[src/rtl/pix_stream_writer_pkg.sv]
// Shared types and constants for the pixel stream writer: FSM state
// encoding, ACK/NAK reply bytes and small sizing helpers.
package pix_stream_pkg;

    typedef enum logic [2:0] {
        IDLE,
        WAIT_HDR,
        PIX,
        CHK,
        DONE
    } state_t;

    localparam logic [7:0] ACK_BYTE = 8'h06;
    localparam logic [7:0] NAK_BYTE = 8'h15;

    // Number of UART bytes that carry one stored pixel.
    function automatic int bytes_per_pix(input int pix_bits);
        return (pix_bits + 7) / 8;
    endfunction

    // Width of a counter indexing n items; never below one bit.
    function automatic int idx_bits(input int n);
        return (n > 1) ? $clog2(n) : 1;
    endfunction

endpackage

[src/rtl/pix_stream_writer_if.sv]
// Handshake/bus bundle of the pixel stream writer. The controller side
// (uart_rx glue + system controller) uses the master modport, the writer
// block uses the slave modport.
interface pix_stream_writer_if #(
    parameter int ADDR_W   = 15,
    parameter int PIX_BITS = 12,
    parameter int ROW_W    = 8
);
    logic                i_start;
    logic                i_abort;
    logic [7:0]          i_rx_data;
    logic                i_rx_done;
    logic                o_busy;
    logic                o_wr_en;
    logic [ADDR_W-1:0]   o_wr_addr;
    logic [PIX_BITS-1:0] o_wr_data;
    logic [7:0]          o_ack_data;
    logic                o_ack_valid;
    logic [ROW_W-1:0]    o_row;
    logic                o_frame_done;
    logic                o_err;

    modport master (
        output i_start, i_abort, i_rx_data, i_rx_done,
        input  o_busy, o_wr_en, o_wr_addr, o_wr_data, o_ack_data,
               o_ack_valid, o_row, o_frame_done, o_err
    );

    modport slave (
        input  i_start, i_abort, i_rx_data, i_rx_done,
        output o_busy, o_wr_en, o_wr_addr, o_wr_data, o_ack_data,
               o_ack_valid, o_row, o_frame_done, o_err
    );
endinterface

[src/rtl/pix_stream_writer_assembler.sv]
// Byte-to-pixel assembler: shifts pixel bytes in MSB first, counts bytes
// within a pixel and keeps the running XOR checksum of the row.
// pix_ready/pix_data are combinational in the strobe cycle of a pixel's
// last byte so the owner can register them into the write port.
module pix_assembler
    import pix_stream_pkg::*;
#(
    parameter int PIX_BITS = 12
) (
    input  logic                i_clk_sys,
    input  logic                i_rst_n,
    input  logic                clear,
    input  logic                byte_valid,
    input  logic [7:0]          byte_data,
    output logic                pix_ready,
    output logic [PIX_BITS-1:0] pix_data,
    output logic [7:0]          csum
);
    localparam int BPP   = bytes_per_pix(PIX_BITS);
    localparam int SR_W  = BPP * 8;
    localparam int CNT_W = idx_bits(BPP);

    // Only the earlier BPP-1 bytes need storing; the last byte is live.
    logic [SR_W-9:0]  shreg;
    logic [SR_W-1:0]  shreg_next;
    logic [CNT_W-1:0] byte_cnt;

    assign shreg_next = {shreg, byte_data};
    assign pix_ready  = byte_valid && (byte_cnt == CNT_W'(BPP - 1));
    // Truncation drops the unused top bits of byte 0 (e.g. 12-bit pixels).
    assign pix_data   = PIX_BITS'(shreg_next);

    // Shift register, byte counter and checksum, cleared at each row start.
    // NOTE: sequential state uses non-blocking assignments so every flop
    // samples the pre-edge values regardless of statement order.
    always_ff @(posedge i_clk_sys or negedge i_rst_n) begin
        if (!i_rst_n) begin
            shreg    <= '0;
            byte_cnt <= '0;
            csum     <= '0;
        end else if (clear) begin
            shreg    <= '0;
            byte_cnt <= '0;
            csum     <= '0;
        end else if (byte_valid) begin
            shreg    <= shreg_next[SR_W-9:0];
            csum     <= csum ^ byte_data;
            byte_cnt <= pix_ready ? '0 : byte_cnt + 1'b1;
        end
    end

endmodule

[src/rtl/pix_stream_writer.sv]
// Framed pixel stream receiver: header byte, W pixels per row, XOR row
// checksum with ACK/NAK reply, linear SPRAM write port. A NAK rewinds the
// write address to the start of the row so the retransmission overwrites.
// Optional macro BYTE_TIMEOUT_EN adds an inter-byte timeout in PIX/CHK.
module pix_stream_writer
    import pix_stream_pkg::*;
#(
    parameter int         W        = 200,
    parameter int         H        = 150,
    parameter int         PIX_BITS = 12,
    parameter int         ADDR_W   = 15,
    parameter logic [7:0] HDR_BYTE = 8'hAA
`ifdef BYTE_TIMEOUT_EN
    , parameter int       TIMEOUT_CYC = 500000
`endif
) (
    input logic                i_clk_sys,
    input logic                i_rst_n,
    pix_stream_writer_if.slave bus
);
    localparam int                COL_W     = idx_bits(W);
    localparam int                ROW_W     = idx_bits(H);
    localparam logic [ADDR_W-1:0] LAST_ADDR = ADDR_W'(W * H - 1);

    state_t              state, state_next;
    logic                rx_ok, accept_start, pix_byte, chk_byte;
    logic                csum_ok, asm_clear, timeout, last_col, last_row;
    logic                pix_ready;
    logic [PIX_BITS-1:0] pix_data;
    logic [7:0]          csum;
    logic [COL_W-1:0]    col;
    logic [ADDR_W-1:0]   wr_ptr, row_base;

    assign rx_ok    = bus.i_rx_done && !bus.i_abort;
    assign last_col = (col == COL_W'(W - 1));
    assign last_row = (bus.o_row == ROW_W'(H - 1));
    assign csum_ok  = (bus.i_rx_data == csum);

    pix_assembler #(.PIX_BITS(PIX_BITS)) u_asm (
        .i_clk_sys (i_clk_sys),
        .i_rst_n   (i_rst_n),
        .clear     (asm_clear),
        .byte_valid(pix_byte),
        .byte_data (bus.i_rx_data),
        .pix_ready (pix_ready),
        .pix_data  (pix_data),
        .csum      (csum)
    );

`ifdef BYTE_TIMEOUT_EN
    localparam int TMO_W = $clog2(TIMEOUT_CYC + 1);
    logic [TMO_W-1:0] tmo_cnt;
    logic             tmo_armed;

    assign tmo_armed = (state == PIX) || (state == CHK);
    assign timeout   = tmo_armed && !bus.i_rx_done && !bus.i_abort &&
                       (tmo_cnt == TMO_W'(TIMEOUT_CYC - 1));

    // Idle-cycle counter, restarted by every byte and outside PIX/CHK.
    always_ff @(posedge i_clk_sys or negedge i_rst_n) begin
        if (!i_rst_n)                          tmo_cnt <= '0;
        else if (bus.i_rx_done || !tmo_armed)  tmo_cnt <= '0;
        else                                   tmo_cnt <= tmo_cnt + 1'b1;
    end
`else
    assign timeout = 1'b0;
`endif

    // State register.
    always_ff @(posedge i_clk_sys or negedge i_rst_n) begin
        if (!i_rst_n) state <= IDLE;
        else          state <= state_next;
    end

    // Next-state logic; abort (then timeout) overrides everything.
    // NOTE: every always_comb output gets a default first so no path can
    // leave it unassigned and infer a latch.
    always_comb begin
        state_next = state;
        if (bus.i_abort || timeout) begin
            state_next = IDLE;
        end else begin
            case (state)
                IDLE:     if (bus.i_start) state_next = WAIT_HDR;
                WAIT_HDR: if (rx_ok && bus.i_rx_data == HDR_BYTE) state_next = PIX;
                PIX:      if (pix_ready && last_col) state_next = CHK;
                CHK:      if (rx_ok) state_next = (csum_ok && last_row) ? DONE : PIX;
                DONE:     state_next = IDLE;
                default:  state_next = IDLE;
            endcase
        end
    end

    // Per-state control decodes.
    always_comb begin
        bus.o_busy   = (state != IDLE);
        accept_start = (state == IDLE) && bus.i_start && !bus.i_abort;
        pix_byte     = (state == PIX) && rx_ok;
        chk_byte     = (state == CHK) && rx_ok;
        asm_clear    = (state == IDLE) || (state == WAIT_HDR) ||
                       (state == DONE) || chk_byte;
    end

    // Write port, row/column/address tracking, ACK/NAK and error flag.
    always_ff @(posedge i_clk_sys or negedge i_rst_n) begin
        if (!i_rst_n) begin
            bus.o_wr_en      <= 1'b0;
            bus.o_wr_addr    <= '0;
            bus.o_wr_data    <= '0;
            bus.o_ack_data   <= 8'h00;
            bus.o_ack_valid  <= 1'b0;
            bus.o_row        <= '0;
            bus.o_frame_done <= 1'b0;
            bus.o_err        <= 1'b0;
            col              <= '0;
            wr_ptr           <= '0;
            row_base         <= '0;
        end else begin
            bus.o_wr_en      <= pix_byte && pix_ready;
            bus.o_ack_valid  <= 1'b0;
            bus.o_frame_done <= 1'b0;

            if (accept_start) begin
                bus.o_err <= 1'b0;
                bus.o_row <= '0;
                col       <= '0;
                wr_ptr    <= '0;
                row_base  <= '0;
            end

            if (pix_byte && pix_ready) begin
                bus.o_wr_addr <= wr_ptr;
                bus.o_wr_data <= pix_data;
                if (wr_ptr != LAST_ADDR) wr_ptr <= wr_ptr + 1'b1;
                col <= last_col ? '0 : col + 1'b1;
            end

            if (chk_byte) begin
                bus.o_ack_valid <= 1'b1;
                if (csum_ok) begin
                    bus.o_ack_data <= ACK_BYTE;
                    if (last_row) begin
                        bus.o_frame_done <= 1'b1;
                    end else begin
                        bus.o_row <= bus.o_row + 1'b1;
                        row_base  <= row_base + ADDR_W'(W);
                    end
                end else begin
                    bus.o_ack_data <= NAK_BYTE;
                    bus.o_err      <= 1'b1;
                    wr_ptr         <= row_base;
                    col            <= '0;
                end
            end

            if (timeout) begin
                bus.o_ack_valid <= 1'b1;
                bus.o_ack_data  <= NAK_BYTE;
                bus.o_err       <= 1'b1;
            end
        end
    end

endmodule
[src/flat_wrapper.sv]
// flat-port wrapper written by rule: the top's interface ports become plain ports
module pix_stream_writer_flat import pix_stream_pkg::*;
#(
    parameter int         W        = 200,
    parameter int         H        = 150,
    parameter int         PIX_BITS = 12,
    parameter int         ADDR_W   = 15,
    parameter logic [7:0] HDR_BYTE = 8'hAA

)
  (i_clk_sys, i_rst_n, bus_i_start, bus_i_abort, bus_i_rx_data, bus_i_rx_done, bus_o_busy, bus_o_wr_en, bus_o_wr_addr, bus_o_wr_data, bus_o_ack_data, bus_o_ack_valid, bus_o_row, bus_o_frame_done, bus_o_err);
  pix_stream_writer_if #(.ADDR_W(ADDR_W), .PIX_BITS(PIX_BITS)) bus_i ();
  input logic i_clk_sys;
  input logic i_rst_n;
  input wire logic [$bits(bus_i.i_start)-1:0] bus_i_start;
  input wire logic [$bits(bus_i.i_abort)-1:0] bus_i_abort;
  input wire logic [$bits(bus_i.i_rx_data)-1:0] bus_i_rx_data;
  input wire logic [$bits(bus_i.i_rx_done)-1:0] bus_i_rx_done;
  output wire logic [$bits(bus_i.o_busy)-1:0] bus_o_busy;
  output wire logic [$bits(bus_i.o_wr_en)-1:0] bus_o_wr_en;
  output wire logic [$bits(bus_i.o_wr_addr)-1:0] bus_o_wr_addr;
  output wire logic [$bits(bus_i.o_wr_data)-1:0] bus_o_wr_data;
  output wire logic [$bits(bus_i.o_ack_data)-1:0] bus_o_ack_data;
  output wire logic [$bits(bus_i.o_ack_valid)-1:0] bus_o_ack_valid;
  output wire logic [$bits(bus_i.o_row)-1:0] bus_o_row;
  output wire logic [$bits(bus_i.o_frame_done)-1:0] bus_o_frame_done;
  output wire logic [$bits(bus_i.o_err)-1:0] bus_o_err;
  assign bus_i.i_start = bus_i_start;
  assign bus_i.i_abort = bus_i_abort;
  assign bus_i.i_rx_data = bus_i_rx_data;
  assign bus_i.i_rx_done = bus_i_rx_done;
  assign bus_o_busy = bus_i.o_busy;
  assign bus_o_wr_en = bus_i.o_wr_en;
  assign bus_o_wr_addr = bus_i.o_wr_addr;
  assign bus_o_wr_data = bus_i.o_wr_data;
  assign bus_o_ack_data = bus_i.o_ack_data;
  assign bus_o_ack_valid = bus_i.o_ack_valid;
  assign bus_o_row = bus_i.o_row;
  assign bus_o_frame_done = bus_i.o_frame_done;
  assign bus_o_err = bus_i.o_err;
  pix_stream_writer #(.W(W), .H(H), .PIX_BITS(PIX_BITS), .ADDR_W(ADDR_W), .HDR_BYTE(HDR_BYTE)) u_core (.i_clk_sys(i_clk_sys), .i_rst_n(i_rst_n), .bus(bus_i));
endmodule
[config.mk]
export PLATFORM = sky130hd
export DESIGN_NAME = pix_stream_writer_flat
export DESIGN_NICKNAME = d
export VERILOG_FILES = /design/src/rtl/pix_stream_writer_pkg.sv /design/src/rtl/pix_stream_writer_if.sv /design/src/rtl/pix_stream_writer_assembler.sv /design/src/rtl/pix_stream_writer.sv /design/src/flat_wrapper.sv
export SDC_FILE = /design/constraint.sdc
export NUM_CORES = 1
export LEC_CHECK = 0
export BUFFER_PORTS_ARGS = -buffer_cell sky130_fd_sc_hd__buf_2
export CORE_MARGIN = 2
export CORE_UTILIZATION = 50
export DETAILED_ROUTE_END_ITERATION = 8
export PLACE_DENSITY = 0.72
export REMOVE_ABC_BUFFERS = 1
export SETUP_SLACK_MARGIN = 0.02
export SYNTH_ARGS = -nofsm -noshare
export SYNTH_HDL_FRONTEND = slang
export SYNTH_SLANG_ARGS = --single-unit
[constraint.sdc]
create_clock -name i_clk_sys -period 3.4 [get_ports i_clk_sys]
set_input_delay 0.68 -clock i_clk_sys [delete_from_list [all_inputs] [get_ports i_clk_sys]]
set_output_delay 0.68 -clock i_clk_sys [all_outputs]
set_load 0.05 [all_outputs]
==> Flow_metrics.wiki <==
{| class="wikitable"
! Metric !! Value
|-
| Antenna Violating Nets Remaining || 0
|-
| Via count of the first global-routing pass || 3,730
|-
| CP max stage cell || nor4_2
|-
| Hold-fix buffer count after cts || 0
|-
| GRT Total Usage || 21.8%
|-
| Arrival time of the worst setup path || 2550 ps
|-
| Synth-to-Final Area Change || 12.9%
|-
| Largest stage delay on the critical path || 570 ps
|-
| Async S/R FF share, synth || 100%
|-
| Average routed wire per standard cell || 15.4 um
|-
| Final TNS setup || 0 ps
|-
| Final Critical Period || 2270 ps
|-
| Die width || 100 um
|-
| Category of the most critical setup path || in -> reg
|-
| Capturing element type of the critical path || register
|-
| Worst slew slack as a fraction of its limit || 36.2%
|-
| Flip-flop and latch count after synthesis || 96
|-
| Cts bufs inserted || 9
|-
| Transition time of the tightest slew-check pin || 957 ps
|-
| Static leakage || 0.00266 uW
|-
| RD Place Congestion || 0.875
|-
| Fraction of the cycle the final worst path needs || 66.7%
|-
| First element of the critical path || bus_i_rx_data[0]
|-
| Slack of the worst reg-to-reg path || 1170 ps
|-
| HPWL reported at the end of detailed placement || 7340 um
|-
| Drc violations || 0
|-
| Cell Area, Placed || 5020 um^2
|-
| Highest attainable clock frequency || 441 MHz
|-
| Setup repair after global routing missed its margin || no
|-
| Maximum clock skew at final layout || 16.9 ps
|-
| Wire length of the first global-routing pass || 17,500 um
|-
| Resize count post-CTS || 0
|-
| Ordered cell list for the critical path || buf_2, xor2_1, nor4_2, nand4_1, buf_4, nor4b_1, mux2i_1
|-
| Max Cap Violations || 0
|-
| Worst-case reg-to-reg path depth || 6
|-
| 1st-iter DRT viols || 264
|-
| Clock transition at the registers of the reported paths || 100 ps
|-
| Yosys cell types || 56
|-
| Ports placed on the boundary || 61
|-
| Count of pins over their slew limit || 0
|-
| CP Data Required Time || 3680 ps
|-
| Maximum level of the CTS H-tree || 3
|-
| Total via count in the routed design || 3,771
|-
| Antenna Diode Count || 0
|-
| Buffer levels on the longest clock path || 2
|-
| Worst path setup slack after routing || 1130 ps
|-
| Reg-to-reg startpoint || u_core.u_asm.csum[6]$_DFFE_PN0P_
|-
| Crit path launch type || input pin
|-
| Overall die height || 100 um
|-
| Most frequently used flop master after synthesis || dfrtp_1
|-
| Result of the run || complete, no violations
|-
| Share of the yosys chip area belonging to registers || 51.9%
|-
| Layout Cell Area excl Fill || 5230 um^2
|-
| Starting utilization of the core area || 50.8%
|-
| Endpoints failing hold || 0
|-
| Highest ir drop seen on vdd || 0.206 mV
|-
| Pin count of the biggest net entering global routing || 51
|-
| Critical-path maximum fanout || 24
|-
| First-pass DRT Iterations || 5
|-
| CTS tree || yes
|-
| Total power per unit cell area || 384 nW/um^2
|-
| Overflow left after global routing || 0
|-
| Final net count || 569
|-
| Hold Path Class || in -> async
|-
| Vias per std cell || 5.65
|-
| Later-pin clock latency in the skew report || 360 ps
|-
| Number of enable-type register cells in the synthesized netlist || 0
|-
| Mapped Avg Cell Area || 9.34 um^2
|-
| Std cell rows || 35
|-
| Number of buffers inserted to repair setup after CTS || 0
|-
| CORE AREA || 9110 um^2
|-
| Number of antenna violations at the first check in global routing || 0
|-
| Gate Count Post-Synth || 496
|-
| Clk sink count || 96
|-
| Master cell of the clock root buffer || clkbuf_8
|-
| Synth Cell Area || 4630 um^2
|-
| Worst Setup Slack post-DPL || 759 ps
|-
| Share of post-route cells with drive strength above 1 || 17.8%
|-
| Count of yosys warnings during synthesis || 0
|-
| Number of endpoints failing setup at the final stage || 0
|-
| End of the worst register-to-register path || u_core.row_base[13]$_DFF_PN0_
|-
| Count of buffers inserted at the top-level ports || 56
|-
| Total wirelength of the detailed-routed design || 10,300 um
|-
| Filler Cell Count || 815
|-
| Area enclosed by the die boundary || 10,000 um^2
|-
| Worst setup path end || u_core.row_base[13]$_DFF_PN0_
|}
[through the flow]
stage	util, %	hold WS, ps	total power, uW	std cells
after CTS	57.4	347	2030	667
final	57.4	318	2010	667
after global routing	57.4	375	2080	667
after floorplan	-	384	1200	474
after global placement	55.2	448	1250	651
after detailed placement	55.2	457	1260	651
[critical path, delay by kind of cell]
kind / cells / cell delay [ps]
buf+inv: 2 / 370
simple gates: 3 / 1080
mux: 1 / 240
xor+xnor: 1 / 160
[state kept, by name (all words and copies together), names as in the netlist]
register,count
u_core.row_base,15
u_core.bus.o_wr_data,12
u_core.u_asm.shreg,4
u_core.col,8
u_core.bus.o_wr_en,1
u_core.bus.o_row,8
u_core.bus.o_err,1
u_core.bus.o_ack_data,3
u_core.u_asm.byte_cnt,1
u_core.bus.o_wr_addr,15
u_core.state,3
u_core.wr_ptr,15
u_core.bus.o_ack_valid,1
u_core.bus.o_frame_done,1
u_core.u_asm.csum,8
[cell type report]
cell class                      count  area (um^2)  area share [%]
Tap cell                          111          139            2.66
Multi-Input combinational cell    369         2090            40.0
Sequential cell                    96         2400            45.9
Clock buffer                       11          141            2.70
Inverter                            9         33.8           0.646
Clock inverter                      5         63.8            1.22
Timing Repair Buffer               66          358            6.84
[how the worst min path moves through the flow]
stage | to | cells past startpoint | from
2_1_floorplan | u_core.bus.o_ack_data[0]$_DFFE_PN0P_ | 0 | i_rst_n
3_3_place_gp | u_core.bus.o_wr_data[10]$_DFFE_PN0N_ | 2 | u_core.u_asm.shreg[2]$_DFFE_PN0P_
3_5_place_dp | u_core.bus.o_wr_data[2]$_DFFE_PN0N_ | 2 | u_core.bus.o_wr_data[2]$_DFFE_PN0N_
4_1_cts | u_core.bus.o_row[6]$_DFF_PN0_ | 1 | i_rst_n
5_1_grt | u_core.bus.o_row[4]$_DFF_PN0_ | 1 | i_rst_n
6_report | u_core.bus.o_row[6]$_DFF_PN0_ | 1 | i_rst_n
[report_power, final]
| part | switching, uW | total (uW) | internal (uW) |
|---|---|---|---|
| Clock | 408 | 774 | 366 |
| Sequential | 3.23 | 1150 | 1140 |
| Combinational | 67.7 | 86.1 | 18.4 |
| Total | 479 | 2010 | 1530 |
[routing by layer]
layer / routed length (um) / vias to the layer above / global-route usage [%]
li1: - / 1831 / -
met1: 4640 / 1809 / 28.6
met2: 4960 / 109 / 36.6
met3: 457 / 22 / 3.27
met4: 241 / 0 / 8.01
met5: 0 / - / 0
[Yosys cell counts (4+ instances only)]
| cell | count | area, um^2 |
|---|---|---|
| buf_2 | 4 | 20.0 |
| a311oi_1 | 4 | 35.0 |
| nand4_1 | 9 | 56.3 |
| mux2_2 | 6 | 67.6 |
| ha_1 | 5 | 62.6 |
| inv_1 | 7 | 26.3 |
| o211ai_1 | 9 | 67.6 |
| nor3_1 | 10 | 50.1 |
| and3_1 | 5 | 31.3 |
| clkbuf_1 | 13 | 48.8 |
| nand3_1 | 17 | 85.1 |
| xor2_1 | 12 | 105 |
| a21o_1 | 5 | 37.5 |
| mux2i_1 | 8 | 80.1 |
| dfrtp_1 | 96 | 2400 |
| a21oi_1 | 12 | 60.1 |
| and2_1 | 5 | 31.3 |
| o31ai_1 | 9 | 67.6 |
| nand2_1 | 141 | 529 |
| buf_4 | 5 | 37.5 |
| o21ai_0 | 33 | 165 |
| nor2_1 | 22 | 82.6 |
[logic make-up (layout without fill, tap and decap cells)]
family / Yosys count / count (layout) / share of synthesized area, %
multiplexers: 14 / 14 / 3.19
buffers and inverters: 34 / 91 / 3.27
adder cells (fa/ha/maj): 5 / 5 / 1.35
AND/OR/NAND/NOR: 244 / 244 / 25.3
other: 1 / 4 / 0.0810
flip-flops: 96 / 96 / 51.9
XOR/XNOR: 15 / 15 / 2.84
AO/OA/AOI/OAI: 87 / 87 / 12.1
[cells in the final DEF, fill, tap and decap left out, types with 3 or more instances in the layout]
cell type  instances
mux2i_1            8
nand4_1            9
buf_4             11
buf_2             55
nand3_1           17
xor2_1            12
or2_2              3
inv_1              7
nand2b_1           3
and2_1             5
o31ai_1            9
nor3_1            10
nor4_1             3
and4_1             3
nor4bb_1           3
a311oi_1           4
clkbuf_8          10
nand2_1          141
o21ai_0           33
dfrtp_1           96
and3_1             5
mux2_2             6
o211ai_1           9
a21o_1             5
xnor2_1            3
nor2_1            22
ha_1               5
and4b_1            3
conb_1             4
nor4_2             3
a21oi_1           11
No activity file was read; power rests on OpenSTA's default activity.
